$ cat config.mk
export PLATFORM = sky130hd
export DESIGN_NAME = fifo_wr_arb
export DESIGN_NICKNAME = d
export VERILOG_FILES = /design/src/rtl/fifo_arb_pkg.sv /design/src/rtl/rr_pick.sv /design/src/rtl/fifo_wr_arb.sv
export SDC_FILE = /design/constraint.sdc
export NUM_CORES = 1
export LEC_CHECK = 0
export CAP_MARGIN = 30
export CORE_MARGIN = 3
export CORE_UTILIZATION = 39
export DETAILED_ROUTE_END_ITERATION = 16
export GPL_TIMING_DRIVEN = 1
export PLACE_DENSITY = 0.82
export SLEW_MARGIN = 20
export SYNTH_ARGS = -nofsm -noshare
export SYNTH_HDL_FRONTEND = slang
export SYNTH_SLANG_ARGS = --single-unit
$ cat constraint.sdc
create_clock -name wclk -period 2.5 [get_ports wclk]
set_input_delay 0.25 -clock wclk [delete_from_list [all_inputs] [get_ports wclk]]
set_output_delay 0.25 -clock wclk [all_outputs]
set_load 0.01 [all_outputs]
$ cat src/rtl/fifo_arb_pkg.sv
// Shared definitions for the FIFO write-port arbiter: controller states and
// a constant-evaluable ceil(log2) used to size the owner index.
package fifo_arb_pkg;

    typedef enum logic [1:0] {
        IDLE = 2'd0,
        ARB  = 2'd1,
        OWN  = 2'd2
    } arb_state_e;

    // Minimum of 1 bit so a 2-requester build still has a usable index.
    function automatic int clog2(input int value);
        int result;
        result = 1;
        for (int i = 1; i < 32; i++) begin
            if ((1 << i) < value) begin
                result = i + 1;
            end
        end
        return result;
    endfunction

endpackage

$ cat src/rtl/rr_pick.sv
// Combinational round-robin selector: first asserted request at or after
// (last winner + 1), wrapping modulo NREQ.
module rr_pick
    import fifo_arb_pkg::*;
#(
    parameter  int NREQ = 4,
    localparam int GW   = clog2(NREQ)
) (
    input  logic [NREQ-1:0] req_i,
    input  logic [GW-1:0]   last_i,
    output logic [GW-1:0]   idx_o,
    output logic            found_o
);

    int cand;

    // Scan from the farthest offset down so the nearest hit is written last.
    always_comb begin
        idx_o   = '0;
        found_o = 1'b0;
        cand    = 0;
        for (int k = NREQ; k >= 1; k--) begin
            cand = (int'(last_i) + k) % NREQ;
            if (req_i[cand]) begin
                idx_o   = cand[GW-1:0];
                found_o = 1'b1;
            end
        end
    end

endmodule

$ cat src/rtl/fifo_wr_arb.sv
// Round-robin arbiter that lets one of NREQ requesters own the write port of
// an async FIFO for a packet, bounded to MAXBURST beats per grant.
module fifo_wr_arb
    import fifo_arb_pkg::*;
#(
    parameter  int NREQ     = 4,
    parameter  int DSIZE    = 8,
    parameter  int MAXBURST = 8,
    localparam int GW       = clog2(NREQ)
) (
    input  logic                  wclk,
    input  logic                  wrst_n,
    input  logic [NREQ-1:0]       req,
    input  logic [NREQ-1:0]       req_last,
    input  logic [NREQ*DSIZE-1:0] req_data,
    output logic [NREQ-1:0]       req_ack,
    input  logic                  wfull,
    output logic                  winc,
    output logic [DSIZE-1:0]      wdata,
    output logic [GW-1:0]         gnt_id,
    output logic                  busy
);

    arb_state_e      state_q, state_d;
    logic [GW-1:0]   gnt_id_q, gnt_id_d;
    logic [GW-1:0]   last_q, last_d;
    logic [7:0]      beat_q, beat_d;
    logic [7:0]      beat_inc;
    logic [GW-1:0]   pick_idx;
    logic            pick_found;
    logic            cur_req;
    logic            cur_last;
    logic [DSIZE-1:0] slice [NREQ];

    rr_pick #(
        .NREQ(NREQ)
    ) u_pick (
        .req_i   (req),
        .last_i  (last_q),
        .idx_o   (pick_idx),
        .found_o (pick_found)
    );

    generate
        for (genvar gi = 0; gi < NREQ; gi++) begin : g_req
            assign slice[gi]   = req_data[gi*DSIZE +: DSIZE];
            assign req_ack[gi] = winc && (gnt_id_q == GW'(gi));
        end
    endgenerate

    assign cur_req  = req[gnt_id_q];
    assign cur_last = req_last[gnt_id_q];
    assign beat_inc = beat_q + 8'd1;

    // Outputs are forced quiet while reset is asserted, even mid-burst.
    assign busy   = wrst_n && (state_q == OWN);
    assign winc   = busy && cur_req && !wfull;
    assign wdata  = busy ? slice[gnt_id_q] : '0;
    assign gnt_id = gnt_id_q;

    always_comb begin
        state_d  = state_q;
        gnt_id_d = gnt_id_q;
        last_d   = last_q;
        beat_d   = beat_q;
        case (state_q)
            IDLE: begin
                if (|req) begin
                    state_d = ARB;
                end
            end
            ARB: begin
                if (pick_found) begin
                    gnt_id_d = pick_idx;
                    beat_d   = 8'd0;
                    state_d  = OWN;
                end else begin
                    state_d = IDLE;
                end
            end
            OWN: begin
                if (!cur_req) begin
                    state_d = IDLE;
                    last_d  = gnt_id_q;
                end else if (winc) begin
                    beat_d = beat_inc;
                    if (cur_last || (beat_inc == 8'(MAXBURST))) begin
                        state_d = IDLE;
                        last_d  = gnt_id_q;
                    end
                end
            end
            default: begin
                state_d = IDLE;
            end
        endcase
    end

    // last_q resets to NREQ-1 so requester 0 is first in line.
    always_ff @(posedge wclk) begin
        if (!wrst_n) begin
            state_q  <= IDLE;
            gnt_id_q <= '0;
            last_q   <= GW'(NREQ - 1);
            beat_q   <= 8'd0;
        end else begin
            state_q  <= state_d;
            gnt_id_q <= gnt_id_d;
            last_q   <= last_d;
            beat_q   <= beat_d;
        end
    end

endmodule

# After elaboration in Yosys (flattened, before gate mapping)
# Cells that the tools add are included.
totals:
  reg_bits: 74
op_classes:
  n_addsub: 5
  bitwise_logic: 5
  reduce_logical: 21
  magnitude_cmp: 6
  mux: 41
  eq_ne: 14
ops:
  columns: ["operator", "count"]
  rows:
  - ["32-bit 2-to-1 mux", 7]
  - ["32-bit by 3-bit adder with 32-bit output (second input constant)", 2]
  - ["32-bit by 2-bit == test with 1-bit output (second input constant)", 2]
  - ["8-bit 2-to-1 mux", 6]
  - ["33-bit by 3-bit >= comparator with 1-bit output (second input constant)", 1]
  - ["32-bit NOT with 33-bit output", 1]
  - ["32-bit by 2-bit adder with 32-bit output (second input constant)", 1]
  - ["32-bit by 4-bit adder with 32-bit output (second input constant)", 1]
  - ["32-bit by 1-bit == test with 1-bit output (second input constant)", 1]
  - ["32-bit zero test", 1]
  - ["32-bit by 3-bit less-than comparator with 1-bit output (second input constant)", 1]
  - ["8-bit binary-select mux with 2-bit select", 1]
  - ["3-bit by 4-bit less-than comparator with 1-bit output (second input constant)", 4]
  - ["8-bit one-hot mux with 2 select lines", 1]
  - ["1-bit 2-to-1 mux", 14]
  - ["1-bit binary-select mux with 2-bit select", 6]
  - ["2-bit 2-to-1 mux", 5]
  - ["2-bit != test (second input constant)", 5]
  - ["8-bit by 1-bit adder with 8-bit output (second input constant)", 1]
  - ["8-bit by 4-bit == test with 1-bit output (second input constant)", 1]
  - ["2-bit OR reduction", 4]
  - ["1-bit logical AND", 7]
  - ["2-bit one-hot mux with 3 select lines", 1]
  - ["3-bit AND reduction", 2]
  - ["other kinds (13)", 16]

# Depth between registers and ports, before layout
# Gate-level depths: netlist of the first run.
depth:
  word_depth: 12
  depth_mapped: 8

# By module
# Synthesis of the first run repeated with hierarchy kept, for this count alone.
unflattened:
  hier_cells: 432
  area_unflattened_um2: 3828.7
by_module_without_submodules:
  columns: ["module", "cells_per_inst", "area_per_inst_um2", "n_inst"]
  rows:
  - ["fifo_wr_arb", 330, 3074.2, 1]
  - ["rr_pick", 102, 754.5, 1]

# Least setup slack after synthesis of the first run
# Ideal clock, no wire load.
synth_timing:
  kind: "register to register"
  from: "reg last_q[0]"
  to: "reg gnt_id_q[30] (netlist: gnt_id[30])"
  arrival_time_ns: 1.935
  path_buffers: 1
  stages_incl_launch_ff: 9
  period_less_slack_ns: 2.011
  setup_ns: 0.076
  path_slack_ns: 0.489
  path_cell_list: "dfxtp_1 clkbuf_1 inv_1 ha_1 mux2i_1 and2_1 a21o_1 mux2_2 o22ai_1"
synth_via:
  elab_chain_cells: 9
synth_rtl:
  columns: ["element", "line", "source"]
  rows:
  - ["start, declared", "fifo_wr_arb.sv:26", "logic [GW-1:0] last_q, last_d;"]
  - ["start signal, assigned", "fifo_wr_arb.sv:104", "last_q <= GW'(NREQ - 1);"]
  - ["start signal, assigned", "fifo_wr_arb.sv:109", "last_q <= last_d;"]
  - ["32-bit by 4-bit adder with 32-bit output", "rr_pick.sv:23", "cand = (int'(last_i) + k) % NREQ;"]
  - ["1-bit binary-select mux with 2-bit select", "rr_pick.sv:24", "if (req_i[cand]) begin"]
  - ["1-bit 2-to-1 mux (not written as such) (2 in series)", "rr_pick.sv:24", null]
  - ["1-bit 2-to-1 mux (4 in series)", "rr_pick.sv:24", null]
  - ["2-bit AND reduction (no line)", null, null]
  - ["end signal, assigned", "fifo_wr_arb.sv:108", "gnt_id_q <= gnt_id_d;"]
  - ["end, declared", "fifo_wr_arb.sv:25", "logic [GW-1:0] gnt_id_q, gnt_id_d;"]
# Parallel ways exist; a longest one is shown, timed or not. The select of a mux whose other input is x is not followed.
# A chain may end at the register's enable or synchronous reset.

# Final worst setup path of the first run
layout_timing:
  from: "in req[2]"
  to: "out req_ack[3]"
layout_via:
  elab_chain_cells: 5
layout_rtl:
  columns: ["element", "line", "source"]
  rows:
  - ["start, declared", "fifo_wr_arb.sv:13", "input logic [NREQ-1:0] req,"]
  - ["1-bit binary-select mux with 2-bit select", "fifo_wr_arb.sv:51", "assign cur_req = req[gnt_id_q];"]
  - ["1-bit 2-to-1 mux (not written as such)", "fifo_wr_arb.sv:51", null]
  - ["1-bit logical AND (2 in series)", "fifo_wr_arb.sv:57", "assign winc = busy && cur_req && !wfull;"]
  - ["1-bit logical AND", "fifo_wr_arb.sv:47", "assign req_ack[gi] = winc && (gnt_id_q == GW'(gi));"]
  - ["end, declared", "fifo_wr_arb.sv:16", "output logic [NREQ-1:0] req_ack,"]
# Every way passes these cells. The select of a mux whose other input is x is not followed.

==> results of run 1 <==
==> stage by stage <==
| stage | worst slack [ns] | hold WS [ns] | TNS [ns] | total power, mW |
|---|---|---|---|---|
| 2_1_floorplan | 0.4889 | 0.4149 | 0 | 0.4294 |
| 3_3_place_gp | 0.05765 | 0.4485 | 0 | 0.5442 |
| 3_5_place_dp | 0.006991 | 0.4518 | 0 | 0.5503 |
| 4_1_cts | 0.002047 | 0.4606 | 0 | 0.7443 |
| 5_1_grt | -0.02045 | 0.4799 | -0.02154 | 0.7836 |
| 6_report | 0.04043 | 0.4606 | 0 | 0.7414 |
==> area by class of cell <==
cell class | count | area [sq um] | area share
clock buffer | 3 | 41.29 | 0.01725
inverter | 5 | 21.27 | 0.008887
multi-input combinational | 117 | 972.2 | 0.4062
sequential | 16 | 322.8 | 0.1349
tap | 48 | 60.06 | 0.02509
timing repair buffer | 100 | 975.9 | 0.4077
==> timing repair <==
item                       CTS  global route
buffers inserted             0             3
resized for setup            0             4
setup endpoints to repair    0            10
==> Yosys cell counts, drive strengths merged, types with 3 or more instances <==
master and number:
and2 9, dfxtp 16, a21oi 7, ha 5, mux2i 6, buf 31, nor2b 6, o21ai 14
clkbuf 6, mux4 11, nor4b 3, inv 5, nand2 10, nor4 3, nand4 3, nor2 14
==> final timing paths <==
kind | slack, ns | end | startpoint
setup / recovery | 0.04 | req_ack[3] | req[2]
hold reg to reg | 0.46 | last_q[30] | last_q[30]
setup reg to reg | 0.52 | last_q[1] | beat_q[0]
hold / removal | 0.46 | last_q[30] | last_q[30]
==> power by group through the flow <==
| stage | registers, mW | logic (mW) | clock network (mW) |
|---|---|---|---|
| finish | 0.281 | 0.270 | 0.190 |
| global route | 0.283 | 0.292 | 0.209 |
| CTS | 0.280 | 0.266 | 0.198 |
| detailed placement | 0.286 | 0.265 | 0 |
| global placement | 0.285 | 0.259 | 0 |
| floorplan | 0.282 | 0.147 | 0 |
==> cells by family (layout without fill, tap and decap cells) <==
family	count (synthesis)	count (layout)
multiplexers	19	19
AO/OA/AOI/OAI	32	32
buffers and inverters	42	108
AND/OR/NAND/NOR	61	61
adder cells (fa/ha/maj)	5	5
flip-flops	16	16
==> routing by layer <==
layer	GRT usage	share of wire
met1	0.2175	0.41
met2	0.3242	0.53
met3	0.04058	0.051
met4	0.04772	0.013
met5	0	0
==> sequential cells by signal (all words and copies together) (netlist names) <==
register	cells
state_q	2
gnt_id	3
last_q	3
beat_q	8
==> worst max-delay path, stage by stage <==
cell	delay [ns]
clkdlybuf4s50_1	0.49
mux4_2	0.56
nand3b_4	0.16
inv_4	0.07
and4b_1	0.18
clkdlybuf4s50_1	0.49
==> impl_metrics.ini, run 1 <==
[placed_design]
dpl.cell_count = 283
dp_hpwl_mm = 3.440
post_dp_cell_area_sq_um = 2316
portBuffers = 88
place.gp.congestion = 0.8051

[layout]
fin_nets = 291
drive_above_1_share = 0.1618
n_fill_cell = 308
layout.cells.non_filler = 289
layout_commonest_cell = clkdlybuf4s50_1
syn_to_final_growth_pct = 52.80
fin_util = 0.6347
final_cell_mix = clkdlybuf4s50_1, nor2_1, dfxtp_1
final_area_sq_um = 2394
num_antenna_cells = 0

[pwr]
clockPowerShare = 0.257
p_sw_frac = 0.2729
switchingPower_mw = 0.2024
p_comb_frac = 0.365
power_leakage_nw = 0.9523
ir_drop_v = 0.0002601
p_per_area_nw_per_um2 = 309.7
intPower_mw = 0.5390
seqPwrFrac = 0.378

[global_route]
grt_use_total = 0.1814
grt_overflow = 0
grt_max_degree = 36
antenna_found_initial = 0
grt_pass1_vias = 1518
grt_pass1_wl_mm = 7.300

[worst_setup_path]
startpoint_type = input pin
cp.required_ns = 2.25
crit_type = in2out
r2r_cells = 6
cp-end-kind = output port
critPathArrivalTime_ns = 2.21
crit_fanout = 8

[detailed_routing]
wl_mm = 4.553
wl_per_cell_microns = 15.75
drt_iter0_drc = 91
post_drt_via_cell_ratio = 5.211
drtPass1Iterations = 4
ant_nets = 0
drc = 0
vias = 1506

[cts]
worstSkewPairLatency_ns = 0.24
htree_levels = 1
cts.sinks = 16
cts.clk_slew.worst_paths_ns = 0.06
cts_buffer_depth = 2
cts_hold_buf = 0
cts_tree = done
cts_buffers = 3
root_buffer = clkbuf_8

[floorplanning]
die_height_microns = 69.38
dieArea_sq_um = 4813
placementRows = 22
coreArea_sq_um = 3771
ioPinCount = 89
start_util = 0.4154
die_w_microns = 69.38

[outcome]
outcome = finished, final reports clean

[sta]
finalHoldViolations = 0
setup_viol = 0
period_minus_slack_ns = 2.460
relSlewSlack = 0.5466
fin_skew_ns = 0.0007876
slew_viol_final = 0
max_slew.worst_pin.slew_ns = 0.6772
period_share = 0.9838
fmax_mhz = 406.6

[synthesis]
ys.flop_type = dfxtp_1
synth_adder_area_share = 0.03994
ys_ff_latch = 16
syn_nets = 223
synth-edff-count = 0
post_synth_and_or_nand_nor_area_fraction = 0.2380
synthTopCellsByArea = dfxtp_1, mux4_2, buf_4
ys_async_sr_fraction = 0
ys_seq_area_frac = 0.2045
postSynthCellCount = 175
synthXorXnorAreaFrac = 0
synth_mux_area_frac = 0.2109
synth_top_family_by_area = simple AND/OR/NAND/NOR gates
yosys_warnings = 0
yosysUniqueCellTypes = 41
synth_area_leader_cell = dfxtp_1
synth_compound_area_frac = 0.1278
avgSynthCellArea_sq_um = 8.951
yosysTopAreaCellShare = 0.2045
syn-cell-area_sq_um = 1567

[hold_path]
whs_path_depth = 2
min_path_type = reg2reg

[run]
cap_violations = 0
No activity file was read; power rests on OpenSTA's default activity.
==> inputs of run 2 (changes only) <==
CTS_CLUSTER_SIZE = 16   (was default)
==> results of run 2 <==
Final layout, timing and power as in run 1 (identical DEF).
==> inputs of run 3 (changes only) <==
ABC_CLOCK_PERIOD_IN_PS = 2500   (was default)
CORE_ASPECT_RATIO = 1.5   (was default)
CORE_UTILIZATION = 40   (was 39)
PLACE_DENSITY = 0.66   (was 0.82)
SYNTH_HIERARCHICAL = 1   (was default)
==> run 3 against run 2 <==
Net effect: worst setup slack gained 0.10 ns; sequential power grew to 4.3 times the previous value; area after synthesis grew 140%; largest cell class is now multi-input gates.
==> impl_metrics.ini, run 3 <==
[floorplanning]
die_height_microns = 125.8
placementRows = 43
ioPinCount = 89
coreArea_sq_um = 9308
start_util = 0.4113
die_w_microns = 85.88
dieArea_sq_um = 10810

[detailed_routing]
post_drt_via_cell_ratio = 5.463
drt_iter0_drc = 128
drc = 0
vias = 3387
ant_nets = 0
wl_per_cell_microns = 16.15
wl_mm = 10.01
drtPass1Iterations = 4

[synthesis]
post-synth-top-count-cell = dfxtp_1
synth-edff-count = 0
synth_mux_area_frac = 0.08170
yosysUniqueCellTypes = 58
ys.flop_type = dfxtp_1
synth_compound_area_frac = 0.1931
synth_adder_area_share = 0.01961
synth_top_family_by_area = simple AND/OR/NAND/NOR gates
post_synth_and_or_nand_nor_area_fraction = 0.2069
synthTopCellsByArea = dfxtp_1, nand2_1, a22o_1
synth_area_leader_cell = dfxtp_1
ys_seq_area_frac = 0.3869
synth_commonest_cells = dfxtp_1, nand2_1, a21oi_1
ys_ff_latch = 74
syn_nets = 481
synthXorXnorAreaFrac = 0.004575
yosys_warnings = 6
postSynthCellCount = 432
avgSynthCellArea_sq_um = 8.863
ys_async_sr_fraction = 0
syn-cell-area_sq_um = 3829
yosysTopAreaCellShare = 0.3869

[global_route]
grt_use_total = 0.1918
grt_max_degree = 33
antenna_found_initial = 0
grt_overflow = 0
grt_pass1_vias = 3389
grt_pass1_wl_mm = 16.70

[layout]
layout_commonest_cell = clkdlybuf4s50_1
n_fill_cell = 854
fin_util = 0.5475
register_area_sq_um = 1483
layout.cells.non_filler = 620
multi_input_area_sq_um = 1983
final_area_sq_um = 5096
fin_nets = 552
final_cell_mix = clkdlybuf4s50_1, dfxtp_1, nand2_1
drive_above_1_share = 0.1555
num_antenna_cells = 0
syn_to_final_growth_pct = 33.10

[worst_setup_path]
crit_type = reg2out
cp.required_ns = 2.25
critPathArrivalTime_ns = 2.11
startpoint_type = flip-flop
r2r_cells = 6
worstSetupStartpoint = gnt_id[0]
path_buf_inv = 3
r2r_slack_ns = 0.31
critPathMaxStageDelay_ns = 0.56
critPathSlowestCell = mux4_2
cp_top_family = buffers and inverters
path_cells = mux4_2 > nand2_2 > buf_4 > inv_2 > clkdlybuf4s50_1
crit_fanout = 11
rr_endpoint = last_q[0]
cp-end-kind = output port
rr_startpoint = beat_q[2]

[hold_path]
min_path_type = reg2reg
min-delay-start = last_q[10]
whs_path_depth = 1
hold_end = last_q[10]

[pwr]
finalPower_mw = 2.992
p_per_area_nw_per_um2 = 587.1
power_leakage_nw = 1.955
ir_drop_v = 0.0004883

[sta]
fin_skew_ns = 0.006484
setup-tns-final_ns = 0
relSlewSlack = 0.6876
slew_viol_final = 0
setup_viol = 0
worst_hold_slack_ns = 0.4701
fmax_mhz = 424.0
finalHoldViolations = 0
rsz0062_at_grt = no
setup_slack_ns = 0.1415
period_share = 0.9434
max_slew.worst_pin.slew_ns = 0.4648
period_minus_slack_ns = 2.359

[cts]
cts_tree = done
cts.clk_slew.worst_paths_ns = 0.06
cts.sinks = 74
htree_levels = 3
root_buffer = clkbuf_16
cts_buffer_depth = 2
worstSkewPairLatency_ns = 0.33
cts_buffers = 9

[placed_design]
dp_hpwl_mm = 7.335
place.gp.congestion = 0.8497
portBuffers = 88
post_dp_cell_area_sq_um = 4715
place_ws_ns = -0.02703
dpl.cell_count = 602

[outcome]
outcome = finished, final reports clean

[run]
cap_violations = 0
==> run 3: cell count changes after synthesis, sizes merged, moves of 5 or more <==
cell	before	now
clkbuf	6	11
nor2	14	30
o21ai	14	9
nor4	3	11
nand4	3	9
a21oi	7	49
buf	31	44
dfxtp	16	74
nand2	10	74
and2	9	4
a22o	0	30
==> run 3: worst reg2reg max path: stages (launching register included) <==
cell and delay (ns):
dfxtp_1 0.35, and3_1 0.23, and2_1 0.19, or3_1 0.33
a21oi_2 0.29, a32o_4 0.50, a22oi_1 0.17
==> run 3: worst max path at each step <==
stage	endpoint	slack [ns]	depth (start not counted)
after floorplan	gnt_id[13]	0.01	11
after global placement	last_q[1]	0.02	5
after detailed placement	req_ack[1]	-0.03	7
after CTS	req_ack[1]	0.01	8
after global routing	req_ack[1]	0.004	8
final	winc	0.14	5
==> run 3: cell families (layout without fill, tap and decap cells) <==
family,Yosys count,after routing
and+or+nand+nor,159,159
DFF,74,74
xor gates and xnor gates,2,2
AOI/OAI and AO/OA,108,108
adders and majority gates,6,6
muxes,18,18
buffers and inverters,65,141
==> run 3: timing repair <==
item / 4_1_cts / 5_1_grt
gates resized for setup: 7 / 6
buffers inserted: 2 / 0
pin swaps: 3 / 3
hold buffers: 0 / 0
setup endpoints to repair: 4 / 33
==> run 3: area by class of cell <==
class | instances | share of cell area
Inverter | 10 | 0.007366
Clock buffer | 12 | 0.05230
Sequential cell | 74 | 0.2909
Tap cell | 112 | 0.02750
Clock inverter | 4 | 0.01424
Multi-Input combinational cell | 293 | 0.3891
Timing Repair Buffer | 115 | 0.2185
==> run 3: power by group <==
group	total [mW]	leakage, nW	internal, mW	switching [mW]
combinational	0.362	1.19	0.181	0.181
sequential	1.20	0.597	1.19	0.00961
clock	1.43	0.165	0.953	0.478
==> run 3: per-layer routing <==
layer / GRT usage / up-vias / part of all wire
li1: - / 1667 / -
met1: 0.2178 / 1606 / 0.39
met2: 0.3476 / 105 / 0.54
met3: 0.03599 / 9 / 0.058
met4: 0.07269 / 0 / 0.016
met5: 0 / - / 0
==> variant 1 (flow settings as in run 3) <==
`NREQ` is set to 4 in 2 places; all go to 2.
--- a/src/rtl/rr_pick.sv
+++ b/src/rtl/rr_pick.sv
@@ -3,7 +3,7 @@
 module rr_pick
     import fifo_arb_pkg::*;
 #(
-    parameter  int NREQ = 4,
+    parameter  int NREQ = 2,
     localparam int GW   = clog2(NREQ)
 ) (
     input  logic [NREQ-1:0] req_i,
--- a/src/rtl/fifo_wr_arb.sv
+++ b/src/rtl/fifo_wr_arb.sv
@@ -3,7 +3,7 @@
 module fifo_wr_arb
     import fifo_arb_pkg::*;
 #(
-    parameter  int NREQ     = 4,
+    parameter  int NREQ     = 2,
     parameter  int DSIZE    = 8,
     parameter  int MAXBURST = 8,
     localparam int GW       = clog2(NREQ)
Ports: changed (resized req, req_ack, req_data and req_last); port bits go from 89 to 67. The function was not compared with the original's and may differ.
==> variant 1 against run 3 <==
  * Maximum frequency down 2.1%
  * First-iteration DRC count up 69%
  * Sequential share of layout area up 5.3 points
  * Clock skew down 0.0022 ns
  * Sequential cell count unchanged
  * Wire length down 21%
  * Setup slack worse by 0.050 ns
  * Cell area down 15%
  * Area after synthesis down 8.7%
Power is not compared: it rests on default switching activity, and its combinational part moved more than twofold at a synthesized area within 25%.
==> variant 1: results (changes against run 3) <==
WORST SETUP PATH
--------------------------------------------------------------------------------------
Startpoint of the lowest-slack register-to-register path                     beat_q[0]   was beat_q[2]
Worst-case reg-to-reg path depth                                                     7   was 6
Worst reg2reg endpoint                                                       last_q[7]   was last_q[0]
Worst setup path startpoint                                                 gnt_id[28]   was gnt_id[0]
Family with the most delay on the worst path                              simple AND/OR/NAND/NOR gates   was buffers and inverters
Arrival time of the worst setup path                                           2.16 ns   was 2.11 ns
Crit Path Max Fanout                                                                 4   was 11
Register-to-Register Setup Slack                                               0.55 ns   was 0.31 ns
Critical Path End                                                           req_ack[0]   was winc
Library cell contributing the largest single delay on the critical path   sky130_fd_sc_hd__clkdlybuf4s50_1   was sky130_fd_sc_hd__mux4_2

LOGIC SYNTHESIS
--------------------------------------------------------------------------------------
Leading post-synthesis cells by instance count                            140 x sky130_fd_sc_hd__nand2_1, 74 x sky130_fd_sc_hd__dfxtp_1, 40 x sky130_fd_sc_hd__mux2i_1   was 74 x sky130_fd_sc_hd__dfxtp_1, 72 x sky130_fd_sc_hd__nand2_1, 48 x sky130_fd_sc_hd__a21oi_1
Register area share after synthesis                                              42.4%   was 38.7%
Mapped Nets                                                                        455   was 481
Main area contributors after synthesis                                    sky130_fd_sc_hd__dfxtp_1 42%, sky130_fd_sc_hd__nand2_1 15%, sky130_fd_sc_hd__mux2i_1 11%   was sky130_fd_sc_hd__dfxtp_1 39%, sky130_fd_sc_hd__nand2_1 7.1%, sky130_fd_sc_hd__a22o_1 6.9%
Synth cell types                                                                    38   was 58

FINAL LAYOUT
--------------------------------------------------------------------------------------
Filler cell count                                                                  819   was 854
Fraction of final layout cells with drive strength greater than 1                7.91%   was 15.6%
Number of nets in the layout                                                       488   was 552

PLACEMENT
--------------------------------------------------------------------------------------
Cell area reported after detailed placement                                  4020 um^2   was 4710 um^2
RePlAce Congestion                                                               0.845   was 0.850
Worst-case setup slack after placement                                        0.104 ns   was -0.0270 ns
Placed wire-length estimate after detailed placement                           5720 um   was 7340 um
Buffers added on ports                                                              66   was 88

GRT
--------------------------------------------------------------------------------------
First-pass GRT wire length                                                    12800 um   was 16700 um
Tot GR Track Use                                                                 16.7%   was 19.2%
Largest net degree at the start of global routing                                   69   was 33
Via count of the first global-routing pass                                        2750   was 3389

CTS
--------------------------------------------------------------------------------------
Post_cts resized                                                                     0   was 7
Post-CTS setup buffer count                                                          0   was 2

TIMING
--------------------------------------------------------------------------------------
Minimum clock period                                                           2.41 ns   was 2.36 ns
Setup Skew                                                                  0.00425 ns   was 0.00648 ns
Slew headroom                                                                    57.2%   was 68.8%

DRT
--------------------------------------------------------------------------------------
First-pass iteration count of the detailed router                                    5   was 4
Drt initial violations                                                             216   was 128

OUTCOME
--------------------------------------------------------------------------------------
Run status                                                                   completed   unchanged

==> variant 1: cell types whose count changed in the layout (fill, tap and decap cells not counted), sizes merged, moves of 5 or more <==
cell,change
mux4,-10
mux2i,+35
a21oi,-13
inv,-5
clkdlybuf4s50,-20
nor2,-15
buf,-14
a22o,-30
nand2,+66
nor2b,-8
==> variant 1: through the flow <==
stage          std cells  TNS [ns]
2_1_floorplan        430         0
3_3_place_gp         558         0
3_5_place_dp         559         0
4_1_cts              575         0
5_1_grt              575  -0.00464
6_report             575         0
==> variant 1: layout make-up <==
class | count | share of cell area, %
multi-input combinational | 296 | 37.9
sequential | 74 | 34.4
timing repair buffer | 78 | 17.7
clock buffer | 14 | 6.35
tap | 107 | 3.10
inverter | 4 | 0.348
clock inverter | 2 | 0.232
==> variant 1: kinds of logic (layout without fill, tap and decap cells) <==
logic type,count (synthesis),in the layout,share of synthesized area (%)
buffers and inverters,60,98,11.3
and+or+nand+nor,195,195,24.2
xor gates and xnor gates,3,3,0.751
AOI/OAI and AO/OA,54,54,8.55
adders and majority gates,2,2,0.715
muxes,42,42,12.1
DFF,74,74,42.4
==> variant 1: how the worst min path moves through the flow <==
stage / from / endpoint / slack [ns] / cells after the start
finish: wrst_n / last_q[0] / 0.40 / 4
global route: wrst_n / last_q[0] / 0.41 / 4
CTS: wrst_n / last_q[0] / 0.40 / 4
detailed placement: last_q[11] / last_q[11] / 0.45 / 2
global placement: last_q[12] / last_q[12] / 0.45 / 2
floorplan: req[1] / state_q[0] / 0.41 / 2
==> variant 1: power groups by stage <==
stage	sequential (mW)	clock, mW	combinational, mW
after detailed placement	1.21	0	0.168
after CTS	1.19	1.22	0.169
after global placement	1.21	0	0.163
after floorplan	1.21	0	0.105
after global routing	1.19	1.26	0.182
final	1.19	1.19	0.168
==> variant 1: worst reg2reg max path, cell delays in order, from the launching register on <==
cell,delay (ns)
sky130_fd_sc_hd__dfxtp_1,0.40
sky130_fd_sc_hd__ha_1,0.26
sky130_fd_sc_hd__nor3_1,0.06
sky130_fd_sc_hd__a31o_1,0.19
sky130_fd_sc_hd__a31oi_1,0.28
sky130_fd_sc_hd__o21a_2,0.21
sky130_fd_sc_hd__buf_12,0.25
sky130_fd_sc_hd__mux2i_1,0.23
==> variant 1: metal layers <==
layer  up-vias  wire length, um  GRT usage [%]
li1       1485                -              -
met1      1315             3420           20.0
met2        65             4020           28.1
met3         9              346           3.95
met4         0              167           6.44
met5         -                0              0
==> variant 2 (settings of run 3) <==
Without the edit above. Make the reset (`wrst_n`) asynchronous in one clocked block.
--- a/src/rtl/fifo_wr_arb.sv
+++ b/src/rtl/fifo_wr_arb.sv
@@ -97,7 +97,7 @@
     end
 
     // last_q resets to NREQ-1 so requester 0 is first in line.
-    always_ff @(posedge wclk) begin
+    always_ff @(posedge wclk or negedge wrst_n) begin
         if (!wrst_n) begin
             state_q  <= IDLE;
             gnt_id_q <= '0;
Function: differs if wrst_n is asserted again (counterexample within 4 cycles, from zero or initial values and one cycle with wrst_n low); with wrst_n held inactive, the same outputs for 4 cycles.
==> variant 2 against run 3 <==
  * Register-to-register slack got worse by 0.27 ns
  * Critical path depth increased by 3
  * Cell area increased by 12%
  * Non-clock buffer count increased by 11
  * Sequential cell count unchanged
  * Setup slack got worse by 0.097 ns
  * Critical path type is now register to register
  * Area after synthesis increased by 11%
  * Wire length increased by 0.44%
  * First-iteration DRC count increased by 23%
Power is not compared: it rests on default switching activity, and its combinational part moved more than twofold at a synthesized area within 25%.
==> variant 2: results (changes against run 3) <==
FINAL LAYOUT
--------------------------------------------------------------------------------
Fraction of final layout cells with drive strength greater than 1          34.8%   was 15.6%
Sequential fraction of total cell area                                     32.5%   was 29.1%
Count of flip-flops and latches                                               74   unchanged
Portion of the layout cell area used by clock cells                        5.15%   was 6.65%
Design area                                                            5700 um^2   was 5100 um^2
Number of nets in the layout                                                 487   was 552
Final-layout non-clock buffer area share                                   21.5%   was 21.9%
Layout inverter count without the clock tree                                   6   was 10
Filler cell count                                                            877   was 854
Number of clock buffers in the layout                                         10   was 12
Multi-input comb cells                                                       221   was 293

GRT
--------------------------------------------------------------------------------
Tot GR Track Use                                                           16.8%   was 19.2%
First-pass GRT wire length                                              16200 um   was 16700 um
Met3 usage in global routing                                               3.58%   was 3.60%
Largest net degree at the start of global routing                             75   was 33
Via count of the first global-routing pass                                  3098   was 3389

LOGIC SYNTHESIS
--------------------------------------------------------------------------------
Leading post-synthesis cells by instance count                      72 x sky130_fd_sc_hd__dfrtp_1, 34 x sky130_fd_sc_hd__mux2_2, 31 x sky130_fd_sc_hd__mux2_4   was 74 x sky130_fd_sc_hd__dfxtp_1, 72 x sky130_fd_sc_hd__nand2_1, 48 x sky130_fd_sc_hd__a21oi_1
Synth cell types                                                              53   was 58
Mapped Nets                                                                  396   was 481
Async S/R FF share, synth                                                   100%   was 0%
Main area contributors after synthesis                              sky130_fd_sc_hd__dfrtp_1 42%, sky130_fd_sc_hd__mux2_4 11%, sky130_fd_sc_hd__mux2_2 9.0%   was sky130_fd_sc_hd__dfxtp_1 39%, sky130_fd_sc_hd__nand2_1 7.1%, sky130_fd_sc_hd__a22o_1 6.9%
Register area share after synthesis                                        43.5%   was 38.7%

WORST SETUP PATH
--------------------------------------------------------------------------------
Startpoint of the lowest-slack register-to-register path               last_q[0]   was beat_q[2]

DRT
--------------------------------------------------------------------------------
Met2 layer wire length in the routed design                              5200 um   was 5380 um
Drt initial violations                                                       157   was 128
Mean number of vias per cell                                                5.26   was 5.46

TIMING
--------------------------------------------------------------------------------
Setup Skew                                                            0.00808 ns   was 0.00648 ns

PLACEMENT
--------------------------------------------------------------------------------
Cell area reported after detailed placement                            5260 um^2   was 4710 um^2
RePlAce Congestion                                                         0.800   was 0.850
Placed wire-length estimate after detailed placement                     6820 um   was 7340 um

OUTCOME
--------------------------------------------------------------------------------
Run status                                                             completed   unchanged

WORST HOLD PATH
--------------------------------------------------------------------------------
Min-delay worst type                                                primary input to async pin   was register to register

variant 2: cell types whose count changed after synthesis, moves of 4 or more:
cell                       before  now
sky130_fd_sc_hd__clkbuf_1      11    6
sky130_fd_sc_hd__nand3_1        4    8
sky130_fd_sc_hd__nand2_1       72   14
sky130_fd_sc_hd__a22o_1        30    0
sky130_fd_sc_hd__dfxtp_1       74    0
sky130_fd_sc_hd__o21ai_0        8   12
sky130_fd_sc_hd__a21oi_1       48    8
sky130_fd_sc_hd__mux2_4         1   31
sky130_fd_sc_hd__mux2_2         1   34
sky130_fd_sc_hd__dfrtp_1        0   72
sky130_fd_sc_hd__nor2_1        29   14
variant 2: worst max-delay path, cell delays in order, from the launching register on:
cell and delay, ns:
sky130_fd_sc_hd__dfstp_2 0.55, sky130_fd_sc_hd__inv_1 0.09, sky130_fd_sc_hd__ha_4 0.35, sky130_fd_sc_hd__mux2i_1 0.20, sky130_fd_sc_hd__o31ai_1 0.08, sky130_fd_sc_hd__mux2_1 0.37
sky130_fd_sc_hd__a32o_2 0.29, sky130_fd_sc_hd__buf_12 0.15, sky130_fd_sc_hd__mux2_2 0.25
variant 2: stage by stage:
stage	setup WS, ns	hold WS, ns	instances	total power [mW]
floorplan	0.00122	-0.0456	347	2.55
global placement	-0.261	0.486	560	2.98
detailed placement	-0.248	0.493	560	3.01
CTS	0.0215	0.236	578	4.32
global route	-0.0676	0.532	584	4.59
finish	0.0444	0.499	584	4.37
variant 2: worst paths after layout:
| path | slack [ns] | to | depth (start not counted) |
|---|---|---|---|
| min in group wclk | 0.50 | state_q[0] | 1 |
| worst max-delay path | 0.04 | gnt_id[23] | 8 |
| max in group asynchronous | 1.38 | last_q[1] | 4 |
| worst min-delay path | 0.50 | beat_q[6] | 3 |
| worst max register to register | 0.04 | gnt_id[23] | 8 |
| worst min register to register | 0.50 | state_q[0] | 1 |
variant 2: kinds of logic after synthesis:
logic type               Yosys count  synth area share [%]
AO/OA/AOI/OAI                     42                  6.72
XOR/XNOR                           4                 0.822
adder cells (fa/ha/maj)            6                  1.76
buffers and inverters             53                  8.33
flip-flops                        74                  43.5
multiplexers                      81                  26.6
AND/OR/NAND/NOR                   87                  12.3
variant 2: timing repair:
item	4_1_cts	5_1_grt
hold buffers	0	1
hold endpoints to repair	0	20
setup endpoints to repair	39	36
pin swaps	3	3
resized for setup	13	3
gates cloned	0	1
buffers inserted	2	3
variant 2: power groups by stage:
stage | Clock, mW | Combinational (mW) | Sequential, mW
floorplan | 0 | 1.21 | 1.34
global placement | 0 | 1.64 | 1.34
detailed placement | 0 | 1.67 | 1.34
CTS | 1.30 | 1.70 | 1.32
global route | 1.35 | 1.91 | 1.33
finish | 1.27 | 1.77 | 1.32
